### src/rtl/control_multiciclo_pkg.sv
// rtl/control_multiciclo_pkg.sv - shared opcodes, ALU control codes, mux codes and state encoding
package control_multiciclo_pkg;

    localparam logic [5:0] OP_R    = 6'b000000;
    localparam logic [5:0] OP_LW   = 6'b100011;
    localparam logic [5:0] OP_SW   = 6'b101011;
    localparam logic [5:0] OP_BEQ  = 6'b000100;
    localparam logic [5:0] OP_J    = 6'b000010;
    localparam logic [5:0] OP_ADDI = 6'b001000;
    localparam logic [5:0] OP_ANDI = 6'b001100;
    localparam logic [5:0] OP_ORI  = 6'b001101;
    localparam logic [5:0] OP_SLTI = 6'b001010;

    localparam logic [2:0] UC_FUNCT = 3'b000;
    localparam logic [2:0] UC_ADD   = 3'b010;
    localparam logic [2:0] UC_OR    = 3'b001;
    localparam logic [2:0] UC_AND   = 3'b011;
    localparam logic [2:0] UC_SLT   = 3'b111;
    localparam logic [2:0] UC_SUB   = 3'b110;

    localparam logic [1:0] SRCB_REGB    = 2'b00;
    localparam logic [1:0] SRCB_FOUR    = 2'b01;
    localparam logic [1:0] SRCB_IMM     = 2'b10;
    localparam logic [1:0] SRCB_IMM_SH2 = 2'b11;

    localparam logic [1:0] PCSRC_ALU    = 2'b00;
    localparam logic [1:0] PCSRC_ALUOUT = 2'b01;
    localparam logic [1:0] PCSRC_JUMP   = 2'b10;

    typedef enum logic [3:0] {
        S_IDLE      = 4'd0,
        S_FETCH     = 4'd1,
        S_DECODE    = 4'd2,
        S_EXEC_R    = 4'd3,
        S_R_WB      = 4'd4,
        S_EXEC_I    = 4'd5,
        S_I_WB      = 4'd6,
        S_MEM_ADDR  = 4'd7,
        S_MEM_READ  = 4'd8,
        S_MEM_WB    = 4'd9,
        S_MEM_WRITE = 4'd10,
        S_BRANCH    = 4'd11,
        S_JUMP      = 4'd12
    } state_e;

endpackage

### src/rtl/control_multiciclo_alu_op_decode.sv
// rtl/control_multiciclo_alu_op_decode.sv - opcode to I-type ALU operation decoder
module alu_op_decode
    import control_multiciclo_pkg::*;
(
    input  logic [5:0] opcode,
    output logic [2:0] aluOp,
    output logic       isIType
);

    always_comb begin
        aluOp   = UC_ADD;
        isIType = 1'b1;
        case (opcode)
            OP_ADDI: aluOp = UC_ADD;
            OP_ORI:  aluOp = UC_OR;
            OP_ANDI: aluOp = UC_AND;
            OP_SLTI: aluOp = UC_SLT;
            default: isIType = 1'b0;
        endcase
    end

endmodule

### src/rtl/control_multiciclo.sv
// rtl/control_multiciclo.sv - multi-cycle MIPS main control FSM
module control_multiciclo
    import control_multiciclo_pkg::*;
#(
    parameter int unsigned COUNT_WIDTH = 32
) (
    input  logic                   clk,
    input  logic                   reset,
    input  logic [5:0]             opcode,
    input  logic                   memReady,
    output logic                   pcWrite,
    output logic                   pcWriteCond,
    output logic                   iorD,
    output logic                   memRead,
    output logic                   memWrite,
    output logic                   irWrite,
    output logic                   memToReg,
    output logic                   regDst,
    output logic                   regWrite,
    output logic                   aluSrcA,
    output logic [1:0]             aluSrcB,
    output logic [1:0]             pcSource,
    output logic [2:0]             unitControl,
    output logic                   illegalOp,
    output logic [COUNT_WIDTH-1:0] instrCount
);

    state_e                 state_q, state_d;
    logic [2:0]             aluop_q, aluop_d;
    logic [COUNT_WIDTH-1:0] count_q, count_d;
    logic [2:0]             dec_aluop;
    logic                   dec_itype;
    logic                   retire;

    alu_op_decode u_alu_op_decode (
        .opcode  (opcode),
        .aluOp   (dec_aluop),
        .isIType (dec_itype)
    );

    always_ff @(posedge clk) begin
        if (reset) begin
            state_q <= S_IDLE;
            aluop_q <= UC_FUNCT;
            count_q <= '0;
        end else begin
            state_q <= state_d;
            aluop_q <= aluop_d;
            count_q <= count_d;
        end
    end

    // Only completed instructions count; an illegal opcode returns to FETCH from DECODE and is skipped.
    assign retire = (state_d == S_FETCH) &&
                    (state_q inside {S_R_WB, S_I_WB, S_MEM_WB, S_MEM_WRITE, S_BRANCH, S_JUMP});
    assign count_d = retire ? count_q + COUNT_WIDTH'(1) : count_q;
    assign aluop_d = (state_q == S_DECODE) ? dec_aluop : aluop_q;
    assign instrCount = count_q;

    always_comb begin
        state_d = state_q;
        case (state_q)
            S_IDLE:      state_d = S_FETCH;
            S_FETCH:     if (memReady) state_d = S_DECODE;
            S_DECODE: begin
                if (opcode == OP_R)                         state_d = S_EXEC_R;
                else if (opcode == OP_LW || opcode == OP_SW) state_d = S_MEM_ADDR;
                else if (opcode == OP_BEQ)                  state_d = S_BRANCH;
                else if (opcode == OP_J)                    state_d = S_JUMP;
                else if (dec_itype)                         state_d = S_EXEC_I;
                else                                        state_d = S_FETCH;
            end
            S_EXEC_R:    state_d = S_R_WB;
            S_R_WB:      state_d = S_FETCH;
            S_EXEC_I:    state_d = S_I_WB;
            S_I_WB:      state_d = S_FETCH;
            S_MEM_ADDR:  state_d = (opcode == OP_LW) ? S_MEM_READ : S_MEM_WRITE;
            S_MEM_READ:  if (memReady) state_d = S_MEM_WB;
            S_MEM_WB:    state_d = S_FETCH;
            S_MEM_WRITE: if (memReady) state_d = S_FETCH;
            S_BRANCH:    state_d = S_FETCH;
            S_JUMP:      state_d = S_FETCH;
            default:     state_d = S_IDLE;
        endcase
    end

    always_comb begin
        pcWrite     = 1'b0;
        pcWriteCond = 1'b0;
        iorD        = 1'b0;
        memRead     = 1'b0;
        memWrite    = 1'b0;
        irWrite     = 1'b0;
        memToReg    = 1'b0;
        regDst      = 1'b0;
        regWrite    = 1'b0;
        aluSrcA     = 1'b0;
        aluSrcB     = SRCB_REGB;
        pcSource    = PCSRC_ALU;
        unitControl = UC_FUNCT;
        illegalOp   = 1'b0;
        case (state_q)
            S_FETCH: begin
                // IR and PC load in the same cycle the memory returns the word
                memRead     = 1'b1;
                aluSrcB     = SRCB_FOUR;
                unitControl = UC_ADD;
                irWrite     = memReady;
                pcWrite     = memReady;
            end
            S_DECODE: begin
                aluSrcB     = SRCB_IMM_SH2;
                unitControl = UC_ADD;
                illegalOp   = (state_d == S_FETCH);
            end
            S_EXEC_R: aluSrcA = 1'b1;
            S_R_WB: begin
                regDst   = 1'b1;
                regWrite = 1'b1;
            end
            S_EXEC_I: begin
                aluSrcA     = 1'b1;
                aluSrcB     = SRCB_IMM;
                unitControl = aluop_q;
            end
            S_I_WB: begin
                regWrite    = 1'b1;
                unitControl = aluop_q;
            end
            S_MEM_ADDR: begin
                aluSrcA     = 1'b1;
                aluSrcB     = SRCB_IMM;
                unitControl = UC_ADD;
            end
            S_MEM_READ: begin
                memRead = 1'b1;
                iorD    = 1'b1;
            end
            S_MEM_WB: begin
                memToReg = 1'b1;
                regWrite = 1'b1;
            end
            S_MEM_WRITE: begin
                memWrite = 1'b1;
                iorD     = 1'b1;
            end
            S_BRANCH: begin
                aluSrcA     = 1'b1;
                unitControl = UC_SUB;
                pcWriteCond = 1'b1;
                pcSource    = PCSRC_ALUOUT;
            end
            S_JUMP: begin
                pcWrite  = 1'b1;
                pcSource = PCSRC_JUMP;
            end
            default: ;
        endcase
    end

endmodule

### config.mk
export PLATFORM = sky130hd
export DESIGN_NAME = control_multiciclo
export DESIGN_NICKNAME = d
export VERILOG_FILES = /design/src/rtl/control_multiciclo_pkg.sv /design/src/rtl/control_multiciclo_alu_op_decode.sv /design/src/rtl/control_multiciclo.sv
export SDC_FILE = /design/constraint.sdc
export NUM_CORES = 1
export LEC_CHECK = 0
export BUFFER_PORTS_ARGS = -buffer_cell sky130_fd_sc_hd__buf_2
export CORE_MARGIN = 2
export CORE_UTILIZATION = 45
export CTS_CLUSTER_SIZE = 20
export DETAILED_ROUTE_END_ITERATION = 8
export GPL_TIMING_DRIVEN = 0
export MAX_ROUTING_LAYER = met4
export PLACE_DENSITY_LB_ADDON = 0.3
export SLEW_MARGIN = 20
export SYNTH_ARGS = -nofsm -noshare
export SYNTH_HDL_FRONTEND = slang
export SYNTH_SLANG_ARGS = --single-unit
export TNS_END_PERCENT = 1
### constraint.sdc
create_clock -name clk -period 3 [get_ports clk]
set_input_delay 0.15 -clock clk [delete_from_list [all_inputs] [get_ports clk]]
set_output_delay 0.15 -clock clk [all_outputs]
set_load 0.01 [all_outputs]
==> results of run 1 <==
## worst reg2reg max path: stages (launching register included)
cell and delay (ns):
sky130_fd_sc_hd__dfxtp_1 0.31, sky130_fd_sc_hd__clkbuf_1 0.29, sky130_fd_sc_hd__a21oi_1 0.17, sky130_fd_sc_hd__o32ai_4 0.56, sky130_fd_sc_hd__nand4_1 0.25, sky130_fd_sc_hd__or3_1 0.40
sky130_fd_sc_hd__mux2_1 0.32
## area by class of cell
type / count / share of cell area, %
Inverter: 4 / 0.5742
Clock inverter: 2 / 0.4785
Timing Repair Buffer: 57 / 10.91
Buffer: 18 / 3.158
Tap cell: 54 / 2.584
Multi-Input combinational cell: 212 / 49.67
Sequential cell: 39 / 29.86
Clock buffer: 6 / 2.775
## flip-flops by register name (all words and copies together) (netlist names)
name        flops
aluop_q         3
instrCount     32
state_q         4
## cells in the final DEF (no fill, tap or decap), types with 3 or more instances in the layout
master / n
sky130_fd_sc_hd__a21oi_1: 13
sky130_fd_sc_hd__nor2_1: 44
sky130_fd_sc_hd__o21ai_0: 4
sky130_fd_sc_hd__nor3_1: 11
sky130_fd_sc_hd__and2_1: 3
sky130_fd_sc_hd__nand2b_1: 4
sky130_fd_sc_hd__dfxtp_1: 39
sky130_fd_sc_hd__clkbuf_8: 5
sky130_fd_sc_hd__or3_1: 4
sky130_fd_sc_hd__nor2b_1: 10
sky130_fd_sc_hd__nand3_1: 10
sky130_fd_sc_hd__nand2_1: 16
sky130_fd_sc_hd__buf_2: 60
sky130_fd_sc_hd__a31oi_1: 3
sky130_fd_sc_hd__nor3b_1: 3
sky130_fd_sc_hd__or4_1: 5
sky130_fd_sc_hd__nor4b_1: 3
sky130_fd_sc_hd__inv_1: 4
sky130_fd_sc_hd__nand4_1: 10
sky130_fd_sc_hd__nor4_1: 9
sky130_fd_sc_hd__and3_1: 4
sky130_fd_sc_hd__clkbuf_1: 12
sky130_fd_sc_hd__xor2_1: 12
sky130_fd_sc_hd__xnor2_1: 17
## cells in the mapped netlist, drive strengths merged, types with 2 or more instances
| cell type | count | area [um^2] |
|---|---|---|
| a21o | 2 | 15.01 |
| a21oi | 13 | 65.06 |
| a31oi | 3 | 18.77 |
| and2 | 3 | 18.77 |
| and3 | 4 | 25.02 |
| and4 | 2 | 18.77 |
| buf | 7 | 41.29 |
| clkbuf | 11 | 41.29 |
| dfxtp | 39 | 780.8 |
| inv | 4 | 15.01 |
| nand2 | 16 | 60.06 |
| nand2b | 4 | 25.02 |
| nand3 | 10 | 50.05 |
| nand4 | 11 | 75.07 |
| nand4b | 2 | 17.52 |
| nor2 | 44 | 165.2 |
| nor2b | 10 | 62.56 |
| nor3 | 11 | 55.05 |
| nor3b | 3 | 22.52 |
| nor4 | 9 | 56.30 |
| nor4b | 3 | 26.28 |
| o21ai | 4 | 20.02 |
| o22ai | 2 | 12.51 |
| o31ai | 2 | 15.01 |
| o32ai | 2 | 36.29 |
| or2 | 3 | 18.77 |
| or3 | 4 | 25.02 |
| or4 | 5 | 37.54 |
| xnor2 | 17 | 148.9 |
| xor2 | 12 | 105.1 |
## stage by stage
stage	setup slack [ns]	instances	util, %	total power [W]	instance area (um^2)
after floorplan	0.7807	273	-	0.0005948	2177
after global placement	0.6397	384	53.92	0.0006255	2530
after detailed placement	0.6208	384	53.92	0.0006262	2530
after CTS	0.6041	392	55.73	0.0009677	2615
after global routing	0.4319	392	55.73	0.001002	2615
final	0.5828	392	55.73	0.0009601	2615
## cell families after synthesis
logic type               count (synthesis)  share of synthesized area, %
AND/OR/NAND/NOR                        145                         35.34
flip-flops                              39                         35.86
AO/OA/AOI/OAI                           35                         11.09
XOR/XNOR                                29                         11.67
buffers and inverters                   22                         4.483
multiplexers                             2                        0.9770
adder cells (fa/ha/maj)                  1                        0.5746
## power breakdown
group / switching [W] / internal (W) / leakage, nW / total (W)
Clock: 0.000183 / 0.000163 / 0.0412 / 0.000346
Sequential: 0.00000233 / 0.000521 / 0.315 / 0.000523
Combinational: 0.0000583 / 0.0000333 / 0.698 / 0.0000916
## how the worst max path moves through the flow
stage	start	end	slack, ns	depth (start not counted)
after floorplan	instrCount[3]	instrCount[25]	0.78	6
after global placement	state_q[2]	instrCount[18]	0.64	7
after CTS	state_q[0]	instrCount[18]	0.60	6
final	state_q[0]	instrCount[18]	0.58	6
after detailed placement	state_q[2]	instrCount[18]	0.62	7
after global routing	state_q[0]	instrCount[18]	0.43	6
## layer usage
metal | global-route usage (%) | vias up | wire [um]
met1 | 25.89 | 998 | 2435
met3 | 4.664 | 9 | 224
met5 | - | - | 0
met2 | 34.03 | 53 | 2448
li1 | - | 1089 | -
met4 | 7.071 | 0 | 78
==> reports/results.md, run 1 <==
* **outcome** finished, final reports clean
* **clock period minus worst slack** 2.417 ns
* **H-tree depth** 2
* **Worst Path Class, Setup** flop to flop
* **Post-Syn Area per Cell** 7.975 um^2
* **launch point of the worst hold path** memReady
* **period utilization** 80.57%
* **Core Area** 4692 um^2
* **cell chosen for the clock root** sky130_fd_sc_hd__clkbuf_8
* **yosys synthesis warning count** 0
* **combined area of the multi-input logic cells** 1299 um^2
* **setup_tns** 0 ns
* **remaining antenna violation count after routing** 0
* **vias in the first global route** 1921
* **number of rows in the core area** 25
* **slowest cell on the critical path** sky130_fd_sc_hd__o32ai_4
* **Max Fclk** 0.4137 GHz
* **global-route wire length before repair** 8714 um
* **pin count of the biggest net entering global routing** 13
* **last weighted congestion value of the routability-driven placer** 0.9462
* **Die Span Y** 73.56 um
* **number of DRC markers after the initial detailed-route iteration** 109
* **Gate Count Post-Synth** 273
* **category of cells accounting for the largest share of critical-path delay** compound AO/OA/AOI/OAI gates
* **number of buffers added by the clock tree synthesis step** 5
* **share of cells above drive strength 1** 21.89%
* **HPWL reported at the end of detailed placement** 3901 um
* **starting density of the core** 46.40%
* **r2r setup slk** 0.58 ns
* **area occupied by registers** 780.7 um^2
* **Seq cells post-synth** 39
* **residual DRC count** 0
* **postcts setup bufs** 0
* **share of synthesized flip-flops with an asynchronous set or reset** 0%
* **antenna diode count** 0
* **Clock Latency Late Sink** 0.29 ns
* **cell depth of the worst hold path** 3
* **RSZ-0062 raised after global routing** false
* **# Max-Cap Violations** 0
* **headroom to the max-slew limit** 33.76%
* **sum of overflow across all layers after global routing** 0
* **average vias per placed instance** 5.482
* **transition time of the tightest slew-check pin** 0.9846 ns
* **number of nets in the final layout** 347
* **antenna violations before repair** 0
* **floorplan die area** 5410 um^2
* **setup-violating endpoint count in the final report** 0
* **clock buffer depth** 2
* **detailed-router iteration count before antenna repair** 4
* **DRT Wirelength** 5187 um
* **routed via count** 2149
* **reg2reg path depth** 6
* **number of hold-slack violations in the final timing report** 0
* **net count after synthesis** 283
* **final count of pins violating max slew** 0
* **Hold Path Class** input pin to flop
* **Post-Synthesis Cell Area** 2177 um^2
* **number of hold buffers added after CTS** 0
* **Routed wire per std cell** 13.23 um
* **number of buffer and inverter stages on the critical path** 1
* **endpoint kind of the worst setup timing path** flop
* **clock transition at the registers of the reported paths** 0.08 ns
* **highest fanout seen on the critical path** 10
* **Worst Path Required** 3.18 ns
* **area growth from synthesis to layout** 20.12%
* **critical path data arrival time** 2.60 ns
* **Reg2Reg Launch Point** state_q[0]
* **IO Count** 59
* **startpoint types** flop
* **CTS tree** done
* **post-route worst hold slack** 0.2239 ns
* **sequential area share after synthesis** 35.86%
* **worst path cell trace** clkbuf_1 > a21oi_1 > o32ai_4 > nand4_1 > or3_1 > mux2_1
* **number of cells upsized or downsized after cts** 0
* **horizontal extent of the die** 73.56 um
* **leakage power figure** 1.054 nW
* **hold-critical path endpoint** state_q[0]
* **Primary FF master, synth** sky130_fd_sc_hd__dfxtp_1
* **number of flops mapped to enable cells by yosys** 0
* **longest individual stage delay on the worst path** 0.56 ns
* **number of unique standard cell types used by synthesis** 48
* **r2r endpoint** instrCount[18]
* **clock sink total** 39
* **worst clock skew** 0.01323 ns
* **total global routing track utilization** 21.03%
* **power per cell area** 367.2 nW/um^2
* **final-layout fill cell count** 457
* **buffers added on ports** 57
* **worst supply voltage drop on vdd** 0.1579 mV
No activity file was read; power rests on OpenSTA's default activity.
==> run 2, diff against run 1 <==
Clock period 3 ns to 2.3 ns, I/O delays scaled along.
==> reports/results.md, run 2 (synthesized netlist as in run 1, its figures left out) <==
* **Core Area** 4692 um^2
* **number of buffer and inverter stages on the critical path** 4
* **critical path startpoint** state_q[2]
* **reg2reg path depth** 9
* **global-route wire length before repair** 8742 um
* **slowest cell on the critical path** sky130_fd_sc_hd__or4_1
* **antenna violations before repair** 0
* **commonest non-fill, non-tap cell in the layout** sky130_fd_sc_hd__buf_2
* **last weighted congestion value of the routability-driven placer** 0.9462
* **worst supply voltage drop on vdd** 0.2060 mV
* **crit-path most repeated cell** sky130_fd_sc_hd__buf_2
* **number of cells on the critical path** 9
* **Worst Path Class, Setup** flop to flop
* **Hold Path Class** input pin to flop
* **antenna diode count** 0
* **post-place setup slack** -0.07921 ns
* **share of cells above drive strength 1** 25.66%
* **CTS tree** done
* **final count of pins violating max slew** 0
* **HPWL reported at the end of detailed placement** 3901 um
* **area growth from synthesis to layout** 22.13%
* **power per cell area** 471.0 nW/um^2
* **clock sink total** 39
* **r2r endpoint** instrCount[31]
* **Worst Path Required** 2.51 ns
* **worst clock skew** 0.01475 ns
* **longest individual stage delay on the worst path** 0.49 ns
* **outcome** finished, final reports clean
* **launch point of the worst hold path** memReady
* **Clock Latency Late Sink** 0.29 ns
* **number of DRC markers after the initial detailed-route iteration** 149
* **clock transition at the registers of the reported paths** 0.08 ns
* **starting density of the core** 46.40%
* **number of rows in the core area** 25
* **average vias per placed instance** 5.489
* **setup_tns** 0 ns
* **pin count of the biggest net entering global routing** 13
* **period utilization** 97.86%
* **number of hold buffers added after CTS** 0
* **vias in the first global route** 1915
* **category of cells accounting for the largest share of critical-path delay** simple AND/OR/NAND/NOR gates
* **worst path cell trace** buf_2 > nand2b_1 > buf_2 > o22a_1 > buf_2 > or2_1 > buf_6 > or4_1 > a21oi_1
* **final-layout fill cell count** 452
* **setup-violating endpoint count in the final report** 0
* **most used cells in the layout excluding fill and tap cells** 61 x sky130_fd_sc_hd__buf_2, 44 x sky130_fd_sc_hd__nor2_1, 31 x sky130_fd_sc_hd__dfxtp_1, 17 x sky130_fd_sc_hd__xnor2_1, 16 x sky130_fd_sc_hd__nand2_1
* **transition time of the tightest slew-check pin** 0.5972 ns
* **H-tree depth** 2
* **Max Fclk** 0.4443 GHz
* **horizontal extent of the die** 73.56 um
* **leakage power figure** 1.078 nW
* **post-route worst hold slack** 0.1928 ns
* **floorplan die area** 5410 um^2
* **post-layout worst setup margin** 0.04920 ns
* **Reg2Reg Launch Point** state_q[2]
* **sum of overflow across all layers after global routing** 0
* **remaining antenna violation count after routing** 0
* **DRT Wirelength** 5314 um
* **capturing instance or port of the critical path** instrCount[31]
* **total power** 0.001252 W
* **number of hold-slack violations in the final timing report** 0
* **routed via count** 2157
* **startpoint types** flop
* **clock buffer depth** 2
* **number of buffers added by the clock tree synthesis step** 5
* **cell chosen for the clock root** sky130_fd_sc_hd__clkbuf_8
* **detailed-router iteration count before antenna repair** 4
* **headroom to the max-slew limit** 59.85%
* **total global routing track utilization** 21.14%
* **critical path data arrival time** 2.47 ns
* **RSZ-0062 raised after global routing** true
* **residual DRC count** 0
* **Die Span Y** 73.56 um
* **# Max-Cap Violations** 0
* **highest fanout seen on the critical path** 9
* **number of nets in the final layout** 348
* **IO Count** 59
* **number of flip-flops under the largest register name** 32
* **endpoint kind of the worst setup timing path** flop
* **clock period minus worst slack** 2.251 ns
* **r2r setup slk** 0.05 ns
* **Routed wire per std cell** 13.52 um
* **buffers added on ports** 57
==> run 2: changes by cell type in the layout (fill, tap and decap cells not counted), moves of 2 or more <==
cell                       delta
sky130_fd_sc_hd__clkbuf_1     -3
sky130_fd_sc_hd__clkbuf_2     +2
sky130_fd_sc_hd__dfxtp_1      -8
sky130_fd_sc_hd__dfxtp_2      +5
sky130_fd_sc_hd__dfxtp_4      +3
==> run 2: layout make-up <==
| type | count | area [um^2] | area share, % |
|---|---|---|---|
| Multi-Input combinational cell | 212 | 1314 | 49.41 |
| Sequential cell | 39 | 798.3 | 30.02 |
| Timing Repair Buffer | 58 | 292.8 | 11.01 |
| Buffer | 18 | 86.33 | 3.247 |
| Clock buffer | 6 | 72.57 | 2.729 |
| Tap cell | 54 | 67.56 | 2.541 |
| Inverter | 4 | 15.01 | 0.5647 |
| Clock inverter | 2 | 12.51 | 0.4706 |
==> run 2: through the flow <==
step	cells	instance area, um^2	utilization [%]
2_1_floorplan	273	2177	-
6_report	393	2659	56.67
3_5_place_dp	384	2530	53.92
5_1_grt	393	2659	56.67
4_1_cts	393	2629	56.03
3_3_place_gp	384	2530	53.92
==> run 2: timing repair <==
item	in CTS	in global routing
cloned	0	0
resized for setup	5	12
buffers inserted	1	0
endpoints found under the setup margin	12	4
pin swaps	1	0
==> run 2: power by group <==
group	internal, W	switching, W
clock network	0.000212	0.000241
logic	0.0000440	0.0000764
registers	0.000675	0.00000310
total	0.000931	0.000321
==> run 2: worst reg2reg max path: cells and delay by family, from the launching register on <==
kind | cells | cell delay, ns
and+or+nand+nor | 3 | 0.90
DFF | 1 | 0.29
buffers and inverters | 4 | 0.65
AOI/OAI and AO/OA | 2 | 0.36
==> run 2: how the worst min path moves through the flow <==
stage / end / slack (ns) / depth (start not counted)
floorplan: state_q[0] / 0.31 / 2
global placement: aluop_q[2] / 0.45 / 2
detailed placement: aluop_q[2] / 0.47 / 2
CTS: state_q[0] / 0.19 / 3
global route: state_q[0] / 0.21 / 3
finish: state_q[0] / 0.19 / 3
==> run 2: metal layers <==
layer  global-route usage (%)  share of wire (%)  vias up
met5                        -                  0        -
met1                    26.49                 47     1010
met2                    34.13                 47       47
met3                    4.252                4.3        7
met4                    6.869                1.3        0
li1                         -                  -     1093
==> run 3, diff against run 2 <==
Settings changed: MAX_ROUTING_LAYER met4 to not set.
Clock period 2.3 ns to 2.39 ns, I/O delays scaled along.
==> reports/results.md, run 3 (synthesized netlist as in run 1, its figures left out) <==
* **worst clock skew** 0.01250 ns
* **dpl cells** 384
* **share of cells above drive strength 1** 23.60%
* **area growth from synthesis to layout** 20.75%
* **DRT Wirelength** 5276 um
* **sum of overflow across all layers after global routing** 0
* **worst path cell trace** buf_2 > nand2b_1 > buf_2 > o22a_1 > clkbuf_1 > or2_1 > buf_6 > or4_1 > a21oi_1
* **longest individual stage delay on the worst path** 0.49 ns
* **Core Area** 4692 um^2
* **setup-violating endpoint count in the final report** 0
* **leakage power figure** 1.067 nW
* **global-route wire length before repair** 8763 um
* **H-tree depth** 2
* **number of buffers added by the clock tree synthesis step** 5
* **area occupied by registers** 784.5 um^2
* **number of hold-slack violations in the final timing report** 0
* **number of flip-flops under the largest register name** 32
* **last weighted congestion value of the routability-driven placer** 0.9298
* **Routed wire per std cell** 13.42 um
* **detailed-router iteration count before antenna repair** 4
* **Max Fclk** 0.4283 GHz
* **HPWL reported at the end of detailed placement** 3901 um
* **clock buffer depth** 2
* **post-layout worst setup margin** 0.05508 ns
* **pin count of the biggest net entering global routing** 13
* **number of nets in the final layout** 348
* **horizontal extent of the die** 73.56 um
* **crit-path most repeated cell** sky130_fd_sc_hd__buf_2
* **vias in the first global route** 1921
* **category of cells accounting for the largest share of critical-path delay** simple AND/OR/NAND/NOR gates
* **number of DRC markers after the initial detailed-route iteration** 108
* **Worst Path Required** 2.60 ns
* **critical path data arrival time** 2.55 ns
* **outcome** finished, final reports clean
* **RSZ-0062 raised after global routing** true
* **headroom to the max-slew limit** 30.49%
* **starting density of the core** 46.40%
* **highest fanout seen on the critical path** 9
* **Die Span Y** 73.56 um
* **transition time of the tightest slew-check pin** 1.033 ns
* **non-filler cells, final** 393
* **number of rows in the core area** 25
* **post-place setup slack** 0.01079 ns
* **Hold Path Class** input pin to flop
* **startpoint types** flop
* **most used cells in the layout excluding fill and tap cells** 60 x sky130_fd_sc_hd__buf_2, 44 x sky130_fd_sc_hd__nor2_1, 36 x sky130_fd_sc_hd__dfxtp_1, 17 x sky130_fd_sc_hd__xnor2_1, 16 x sky130_fd_sc_hd__nand2_1
* **CTS tree** done
* **total global routing track utilization** 20.58%
* **cell chosen for the clock root** sky130_fd_sc_hd__clkbuf_8
* **clock sink total** 39
* **routed via count** 2151
* **combined area of the multi-input logic cells** 1299 um^2
* **commonest non-fill, non-tap cell in the layout** sky130_fd_sc_hd__buf_2
* **endpoint kind of the worst setup timing path** flop
* **period utilization** 97.70%
* **antenna violations before repair** 0
* **buffers added on ports** 57
* **# Max-Cap Violations** 0
* **clock transition at the registers of the reported paths** 0.08 ns
* **IO Count** 59
* **clock period minus worst slack** 2.335 ns
* **Worst Path Class, Setup** flop to flop
* **final count of pins violating max slew** 0
* **residual DRC count** 0
* **slowest cell on the critical path** sky130_fd_sc_hd__or4_1
* **antenna diode count** 0
* **total power** 0.001205 W
* **floorplan die area** 5410 um^2
* **power per cell area** 458.4 nW/um^2
* **final-layout fill cell count** 456
* **number of buffer and inverter stages on the critical path** 4
* **worst supply voltage drop on vdd** 0.1982 mV
* **Clock Latency Late Sink** 0.29 ns
* **average vias per placed instance** 5.473
* **remaining antenna violation count after routing** 0
-- run 3: cell types whose count changed in the layout (fill, tap and decap cells not counted), sizes merged --
cell	delta
buf	-1
clkbuf	+1
-- run 3: path summary, 6_finish.rpt --
path,from,endpoint,slack (ns),cells past startpoint
max reg2reg,state_q[2],instrCount[31],0.06,9
max,state_q[2],instrCount[31],0.06,9
min reg2reg,aluop_q[0],aluop_q[0],0.48,2
min,memReady,state_q[0],0.20,3
-- run 3: area by class of cell --
cell class / instances / share of cell area [%]
Buffer: 18 / 3.237
Clock buffer: 6 / 2.761
Clock inverter: 2 / 0.4760
Inverter: 4 / 0.5712
Multi-Input combinational cell: 212 / 49.41
Sequential cell: 39 / 29.84
Tap cell: 54 / 2.570
Timing Repair Buffer: 58 / 11.14
-- run 3: power by group --
part           switching, W  total [W]  internal, W
combinational     0.0000734   0.000116    0.0000422
clock              0.000229   0.000433     0.000204
sequential       0.00000300   0.000656     0.000653
total              0.000305    0.00121     0.000900
-- run 3: routing by layer --
metal | routed length (um) | vias up | track usage [%] | share of wire [%]
li1 | - | 1091 | - | -
met1 | 2466 | 1004 | 26.23 | 47
met2 | 2509 | 49 | 34.13 | 48
met3 | 232 | 7 | 4.664 | 4.4
met4 | 68 | 0 | 7.071 | 1.3
met5 | 0 | - | 0 | 0
-- run 3: through the flow --
step	utilization, %	instance area, um^2	setup TNS [ns]	hold slack [ns]
5_1_grt	56.03	2629	-0.01792	0.2187
6_report	56.03	2629	0	0.2007
2_1_floorplan	-	2177	0	0.3111
4_1_cts	55.89	2623	0	0.1947
3_5_place_dp	53.92	2530	0	0.4688
3_3_place_gp	53.92	2530	0	0.4544
-- run 3: timing repair --
| action | in CTS | in global routing |
|---|---|---|
| hold endpoints to repair | 0 | 0 |
| endpoints found under the setup margin | 1 | 13 |
| pin swaps | 1 | 0 |
| hold buffers | 0 | 0 |
| gates resized for setup | 0 | 7 |
| buffers inserted | 1 | 0 |
-- run 3: worst reg2reg max path, delay by kind of cell, from the launching register on --
kind                   cells  cell delay [ns]
AOI/OAI and AO/OA          2             0.36
buffers and inverters      4             0.68
DFF                        1             0.29
and+or+nand+nor            3             0.94
